**src/rtl/uartprobe_pkg.sv**
```systemverilog
// Shared definitions for the uartprobe UART blocks: FSM encoding, oversampling
// constants and the mid-bit majority vote.
package uartprobe_pkg;

  typedef enum logic [2:0] {
    StIdle,
    StStart,
    StData,
    StStop,
    StBreak
  } rx_state_e;

  localparam int unsigned UART_OVERSAMPLE = 16;

  localparam logic [3:0] SampleFirst = 4'd7;
  localparam logic [3:0] SampleMid   = 4'd8;
  localparam logic [3:0] SampleLast  = 4'd9;
  localparam logic [3:0] SampleEnd   = 4'd15;

  function automatic logic majority3(input logic a, input logic b, input logic c);
    return (a & b) | (a & c) | (b & c);
  endfunction

endpackage

```
**src/rtl/uartprobe_baud_tick.sv**
```systemverilog
// Free-running sample-tick divider: one-cycle tick every Div clocks,
// synchronously clearable to re-align on a start edge.
module uartprobe_baud_tick #(
  parameter int unsigned Div = 10
) (
  input  logic clk_i,
  input  logic rst_i,
  input  logic clr_i,
  output logic tick_o
);

  localparam int unsigned CntW = $clog2(Div);
  localparam logic [CntW-1:0] CntMax = CntW'(Div - 1);

  logic [CntW-1:0] cnt_q, cnt_d;

  assign tick_o = (cnt_q == CntMax);

  always_comb begin
    cnt_d = cnt_q + 1'b1;
    if (clr_i || tick_o) cnt_d = '0;
  end

  always_ff @(posedge clk_i) begin
    if (rst_i) cnt_q <= '0;
    else       cnt_q <= cnt_d;
  end

endmodule

```
**src/rtl/uartprobe_uart_rx.sv**
```systemverilog
// 8N1 UART receiver with 16x oversampling, 3-sample majority voting and a
// valid/ready holding register; framing errors and overruns pulse for one cycle.
module uartprobe_uart_rx
  import uartprobe_pkg::*;
#(
  parameter int unsigned CLK_HZ     = 100000000,
  parameter int unsigned BAUD       = 115200,
  parameter int unsigned OVERSAMPLE = 16
) (
  input  logic       clk,
  input  logic       m_areset,
  input  logic       uart_rx,
  output logic [7:0] rx_data,
  output logic       rx_valid,
  input  logic       rx_ready,
  output logic       rx_frame_err,
  output logic       rx_overrun,
  output logic       rx_busy
);

  localparam int unsigned DIV = (CLK_HZ + (BAUD * OVERSAMPLE) / 2) / (BAUD * OVERSAMPLE);

  if (OVERSAMPLE != UART_OVERSAMPLE) begin : g_bad_oversample
    $error("uartprobe_uart_rx: OVERSAMPLE must be 16");
  end
  if (DIV < 2) begin : g_bad_div
    $error("uartprobe_uart_rx: clocks per sample tick must be >= 2");
  end

  logic       sync_q, rx_s_q;
  rx_state_e  state_q, state_d;
  logic [3:0] samp_q, samp_d;
  logic [2:0] idx_q, idx_d;
  logic [7:0] shreg_q, shreg_d;
  logic       s7_q, s7_d, s8_q, s8_d, bit_q, bit_d;
  logic [7:0] data_q, data_d;
  logic       valid_q, valid_d;
  logic       ferr_q, ferr_d;
  logic       ovr_q, ovr_d;
  logic       tick, tick_clr, maj;

  uartprobe_baud_tick #(
    .Div (DIV)
  ) u_tick (
    .clk_i  (clk),
    .rst_i  (m_areset),
    .clr_i  (tick_clr),
    .tick_o (tick)
  );

  assign maj = majority3(s7_q, s8_q, rx_s_q);

  always_comb begin
    state_d  = state_q;
    samp_d   = samp_q;
    idx_d    = idx_q;
    shreg_d  = shreg_q;
    s7_d     = s7_q;
    s8_d     = s8_q;
    bit_d    = bit_q;
    data_d   = data_q;
    valid_d  = valid_q;
    ferr_d   = 1'b0;
    ovr_d    = 1'b0;
    tick_clr = 1'b0;

    if (valid_q && rx_ready) valid_d = 1'b0;

    if (tick) begin
      samp_d = samp_q + 4'd1;
      if (samp_q == SampleFirst) s7_d  = rx_s_q;
      if (samp_q == SampleMid)   s8_d  = rx_s_q;
      if (samp_q == SampleLast)  bit_d = maj;
    end

    unique case (state_q)
      StIdle: begin
        if (!rx_s_q) begin
          state_d  = StStart;
          tick_clr = 1'b1;
          samp_d   = '0;
        end
      end
      StStart: begin
        if (tick && samp_q == SampleLast && maj) begin
          state_d = StIdle;
        end else if (tick && samp_q == SampleEnd) begin
          state_d = StData;
          idx_d   = '0;
        end
      end
      StData: begin
        if (tick && samp_q == SampleEnd) begin
          shreg_d[idx_q] = bit_q;
          if (idx_q == 3'd7) state_d = StStop;
          else               idx_d   = idx_q + 3'd1;
        end
      end
      StStop: begin
        // Decide at mid-stop so a slightly fast sender's next start bit is not missed.
        if (tick && samp_q == SampleLast) begin
          if (maj) begin
            state_d = StIdle;
            if (!valid_q || rx_ready) begin
              data_d  = shreg_q;
              valid_d = 1'b1;
            end else begin
              ovr_d = 1'b1;
            end
          end else begin
            state_d = StBreak;
            ferr_d  = 1'b1;
          end
        end
      end
      StBreak: begin
        if (rx_s_q) state_d = StIdle;
      end
      default: state_d = StIdle;
    endcase
  end

  always_ff @(posedge clk) begin
    if (m_areset) begin
      sync_q  <= 1'b1;
      rx_s_q  <= 1'b1;
      state_q <= StIdle;
      samp_q  <= '0;
      idx_q   <= '0;
      shreg_q <= '0;
      s7_q    <= 1'b0;
      s8_q    <= 1'b0;
      bit_q   <= 1'b0;
      data_q  <= '0;
      valid_q <= 1'b0;
      ferr_q  <= 1'b0;
      ovr_q   <= 1'b0;
    end else begin
      sync_q  <= uart_rx;
      rx_s_q  <= sync_q;
      state_q <= state_d;
      samp_q  <= samp_d;
      idx_q   <= idx_d;
      shreg_q <= shreg_d;
      s7_q    <= s7_d;
      s8_q    <= s8_d;
      bit_q   <= bit_d;
      data_q  <= data_d;
      valid_q <= valid_d;
      ferr_q  <= ferr_d;
      ovr_q   <= ovr_d;
    end
  end

  assign rx_data      = data_q;
  assign rx_valid     = valid_q;
  assign rx_frame_err = ferr_q;
  assign rx_overrun   = ovr_q;
  assign rx_busy      = (state_q != StIdle);

endmodule

```
**config.mk**
```make
export PLATFORM = sky130hd
export DESIGN_NAME = uartprobe_uart_rx
export DESIGN_NICKNAME = d
export VERILOG_FILES = /design/src/rtl/uartprobe_pkg.sv /design/src/rtl/uartprobe_baud_tick.sv /design/src/rtl/uartprobe_uart_rx.sv
export SDC_FILE = /design/constraint.sdc
export NUM_CORES = 1
export LEC_CHECK = 0
export BUFFER_PORTS_ARGS = -buffer_cell sky130_fd_sc_hd__buf_2
export CORE_MARGIN = 3
export CORE_UTILIZATION = 55
export CTS_CLUSTER_DIAMETER = 150
export DETAILED_ROUTE_END_ITERATION = 10
export PLACE_DENSITY = 0.73
export SYNTH_ARGS = -nofsm -noshare
export SYNTH_HDL_FRONTEND = slang
export SYNTH_SLANG_ARGS = --single-unit
```
**constraint.sdc**
```tcl
create_clock -name clk -period 3.3 [get_ports clk]
set_input_delay 0.165 -clock clk [delete_from_list [all_inputs] [get_ports clk]]
set_output_delay 0.165 -clock clk [all_outputs]
set_load 0.01 [all_outputs]
```
==> metrics list <==
- For this design the ratio of total power to cell area is just under 400 nW/um2.
* Max stage delay cell, worst path: sky130_fd_sc_hd__or4_4
- Number of synthesized register bits: 40
* Maximum number of pins on one net before global-route repair: between 40 and 50
- Post-DP HPWL: 2.543 mm
- The synthesized design contains 0 enable-type register cells.
- The analysis attributes to cell leakage a power of 0.7909 nW.
- The die covers about 4300 um2.
- The filler cells instantiated in the layout total just under 300.
- Arrival time at the worst endpoint: approximately 2400 ps
- In the synthesized netlist, the number of instances is 217.
- The number of hold buffers added after CTS was 1.
- I/O pin count: 16
- After clock tree synthesis, the clock-pin slew on the worst setup and hold paths is 120 ps.
* Family of cells with the greatest summed delay on the critical path: simple AND/OR/NAND/NOR gates
- Startpoint types: flip-flop
- In this run the core area contains 21 standard-cell rows.
* Setup repair after global routing missed its margin: no
- Total wire length: ~3.6 mm
* Horizontal extent of the die: 65.69 um
* CTS tree: built
- After the last flow step, the layout net total stands at approximately 240.
- Worst Tran Pin Value: between 600 and 700 ps
* Initial standard-cell utilization of the core: 0.5781
* Critical path's largest stage delay: 630 ps
- CTS H-Tree Depth: 2
- Setup violations remaining at the end of the flow were counted as 0.
- Fraction of final layout cells sized beyond drive strength 1: 0.1485
- Max-cap violations in this run came to 0.
- Final Hold Fails: 0
- Final weighted congestion in routability-driven placement: ~0.89
* Ys flop type: sky130_fd_sc_hd__dfxtp_1
- The worst hold path belongs to the class input port to flip-flop.
- Slew HR: 0.5927
- In this run, distinct cell masters in the synthesized netlist total 47.
* Peak fanout along the critical path: 15
* Routed via count: 1523
* Shortest period the worst path allows: roughly 2100 ps
- Layout overhead on the synthesized area: 7.918%
- Antenna viol nets, final: 0
- Post-route setup TNS: 0 ps
- First DRT Iteration DRCs: between 100 and 150
- Run status: finished clean
- Die Height: approximately 66 um
- After synthesis, the cell types taking the most area are sky130_fd_sc_hd__dfxtp_1, sky130_fd_sc_hd__nand2b_1, sky130_fd_sc_hd__mux2i_1.
* CTS Root Buffer Type: sky130_fd_sc_hd__clkbuf_4
- I/O Buffers: 15
* Critical path capture point type: flip-flop
- Across the VDD grid, the largest voltage drop is roughly 0.00027 V.
* Critical Setup Path Class: flip-flop to flip-flop
- Dividing the detail-routed via count by the number of cells gives about 5.5.
- Max frequency: between 400 and 500 MHz
- The tree built by TritonCTS fans out to 40 sinks.
- Total standard cell area after synthesis: 1959 um2
- Mean Syn Cell Area: around 9.0 um2
- Of the synthesized area, sequential elements account for 0.4087.
* Clock buffer count from CTS: 5
- Worst setup slack after placement: between 1000 and 1500 ps
- Together, buffers and inverters on the worst path number 0.
* Share of flip-flops with an asynchronous set or reset after synthesis: 0
* Crit path required time: 3580 ps
- Via count of the first global-routing pass: roughly 1400
* Drc violations: 0
- Across the routed clock network, the largest skew measured is 16.27 ps.
- During synthesis, Yosys emitted a total of 0 warnings.
* Final WS setup: around 1200 ps
* Period utilisation layout: 0.6350
- In this run, post-CTS repair resized a total of 0 instances.
* Antenna Diode Count: 0
- Once the clock tree was built, the setup fixing pass inserted 0 buffers.
- Counting along the longest clock path gives a buffer depth of 2.
* Grt ovf: 0
- Critical-path cell list: ha_1, nand4b_4, or4_4, or3_2, a21oi_1
- The first TritonRoute pass finished after 4 iterations.
* Worst skew pair latency: 340 ps
- Antenna violations before repair: 0
- Cell type contributing the most total cell area after synthesis: sky130_fd_sc_hd__dfxtp_1
- The number of nets in the synthesized netlist is approximately 230.
* GRT Util Overall: 0.1878
- The final count of pins violating max slew was 0.
- After detailed routing, the average wire length per cell comes to roughly 13 um.
- Core box area: between 3000 and 4000 um2
* Area share of the largest cell type after synthesis: 0.4087
* First-pass GRT wire length: ~6.3 mm
final cells by class:
type                       count  area [um2]  area share
clock buffer                   6       41.29     0.01953
clock inverter                 2       35.03     0.01657
inverter                       6       22.52     0.01065
multi-input combinational    158        1065      0.5035
sequential                    40       800.8      0.3787
tap                           46       57.56     0.02722
timing repair buffer          17       92.59     0.04379
stage by stage:
stage / hold WS [ps] / util / instances / power [mW] / instance area [um2]
2_1_floorplan: 268.8 / - / 217 / 0.5261 / 1959
3_3_place_gp: 354.1 / 0.5984 / 266 / 0.5315 / 2028
3_5_place_dp: 358.7 / 0.5984 / 266 / 0.5333 / 2028
4_1_cts: 99.36 / 0.6238 / 275 / 0.8420 / 2115
5_1_grt: 123.3 / 0.6238 / 275 / 0.8674 / 2115
6_report: 109.4 / 0.6238 / 275 / 0.8304 / 2115
synth_stat cells (2+ instances only):
library cell and count:
sky130_fd_sc_hd__dfxtp_1 40, sky130_fd_sc_hd__nand2b_1 25, sky130_fd_sc_hd__nor2_1 19, sky130_fd_sc_hd__a21oi_1 11
sky130_fd_sc_hd__mux2i_1 11, sky130_fd_sc_hd__nand3_1 9, sky130_fd_sc_hd__clkbuf_1 8, sky130_fd_sc_hd__nand2_1 8
sky130_fd_sc_hd__o21ai_0 8, sky130_fd_sc_hd__ha_1 7, sky130_fd_sc_hd__inv_1 6, sky130_fd_sc_hd__or3_1 6
sky130_fd_sc_hd__nand3b_1 5, sky130_fd_sc_hd__xor2_1 4, sky130_fd_sc_hd__nor3_1 3, sky130_fd_sc_hd__nor4_1 3
sky130_fd_sc_hd__o31ai_1 3, sky130_fd_sc_hd__or2_2 3, sky130_fd_sc_hd__or4_1 3, sky130_fd_sc_hd__xnor2_1 3
sky130_fd_sc_hd__a211oi_1 2, sky130_fd_sc_hd__nand4b_1 2, sky130_fd_sc_hd__nor2b_1 2, sky130_fd_sc_hd__nor3b_1 2
sky130_fd_sc_hd__or3_2 2
logic make-up after synthesis:
kind of cell,share of synthesized area
mux,0.05620
flops,0.4087
fa+ha+maj,0.04981
xor+xnor,0.03129
compound gates,0.09643
buf+inv,0.04789
simple gates,0.3097
path summary, 6_finish.rpt:
kind         depth (start not counted)                       to  slack, ps                        from
min                                  3    rx_overrun$_SDFF_PP0_        110                    rx_ready
max                                  5  shreg_q[7]$_SDFFE_PP0P_       1200  u_tick.cnt_q[0]$_SDFF_PP0_
max reg2reg                          5  shreg_q[7]$_SDFFE_PP0P_       1200  u_tick.cnt_q[0]$_SDFF_PP0_
min reg2reg                          1        rx_s_q$_SDFF_PP1_        430           sync_q$_SDFF_PP1_
power by group:
group	switching [mW]	leakage, nW	total (mW)	internal (mW)
registers	0.00655	0.323	0.494	0.488
clock network	0.148	0.0422	0.307	0.159
logic	0.0154	0.426	0.0291	0.0137
metal layers:
layer  GRT usage  wire length, um  share of wire  up-vias
li1            -                -              -      778
met4      0.1114              105          0.029        0
met1      0.2335             1611           0.45      693
met2      0.2904             1695           0.47       41
met3     0.04786              170          0.047       11
met5           0                0              0        -
tightest hold or removal path: cells and delay by family:
family	cells	cell delay [ps]
simple gates	2	180
buf+inv	1	70
cells in the final DEF (no fill, tap or decap), types with 2 or more instances in the layout:
| cell | instances |
|---|---|
| sky130_fd_sc_hd__a211oi_1 | 2 |
| sky130_fd_sc_hd__dfxtp_1 | 40 |
| sky130_fd_sc_hd__or2_2 | 3 |
| sky130_fd_sc_hd__xnor2_1 | 3 |
| sky130_fd_sc_hd__nand3b_1 | 5 |
| sky130_fd_sc_hd__ha_1 | 7 |
| sky130_fd_sc_hd__nor3_1 | 3 |
| sky130_fd_sc_hd__nand2b_1 | 25 |
| sky130_fd_sc_hd__nand3_1 | 9 |
| sky130_fd_sc_hd__or3_1 | 6 |
| sky130_fd_sc_hd__inv_1 | 6 |
| sky130_fd_sc_hd__or3_2 | 2 |
| sky130_fd_sc_hd__or4_1 | 3 |
| sky130_fd_sc_hd__nor3b_1 | 2 |
| sky130_fd_sc_hd__a21oi_1 | 11 |
| sky130_fd_sc_hd__nor4_1 | 3 |
| sky130_fd_sc_hd__nand4b_1 | 2 |
| sky130_fd_sc_hd__clkbuf_4 | 5 |
| sky130_fd_sc_hd__buf_2 | 15 |
| sky130_fd_sc_hd__nor2b_1 | 2 |
| sky130_fd_sc_hd__xor2_1 | 4 |
| sky130_fd_sc_hd__o21ai_0 | 8 |
| sky130_fd_sc_hd__nor2_1 | 19 |
| sky130_fd_sc_hd__mux2i_1 | 11 |
| sky130_fd_sc_hd__o31ai_1 | 3 |
| sky130_fd_sc_hd__nand2_1 | 8 |
flip-flops by register name (all words and copies together) (netlist names), 3 cells and up:
| name | cells |
|---|---|
| rx_data | 8 |
| u_tick.cnt_q | 6 |
| samp_q | 4 |
| state_q | 3 |
| idx_q | 3 |
| shreg_q | 8 |
No activity file was read; power rests on OpenSTA's default activity.
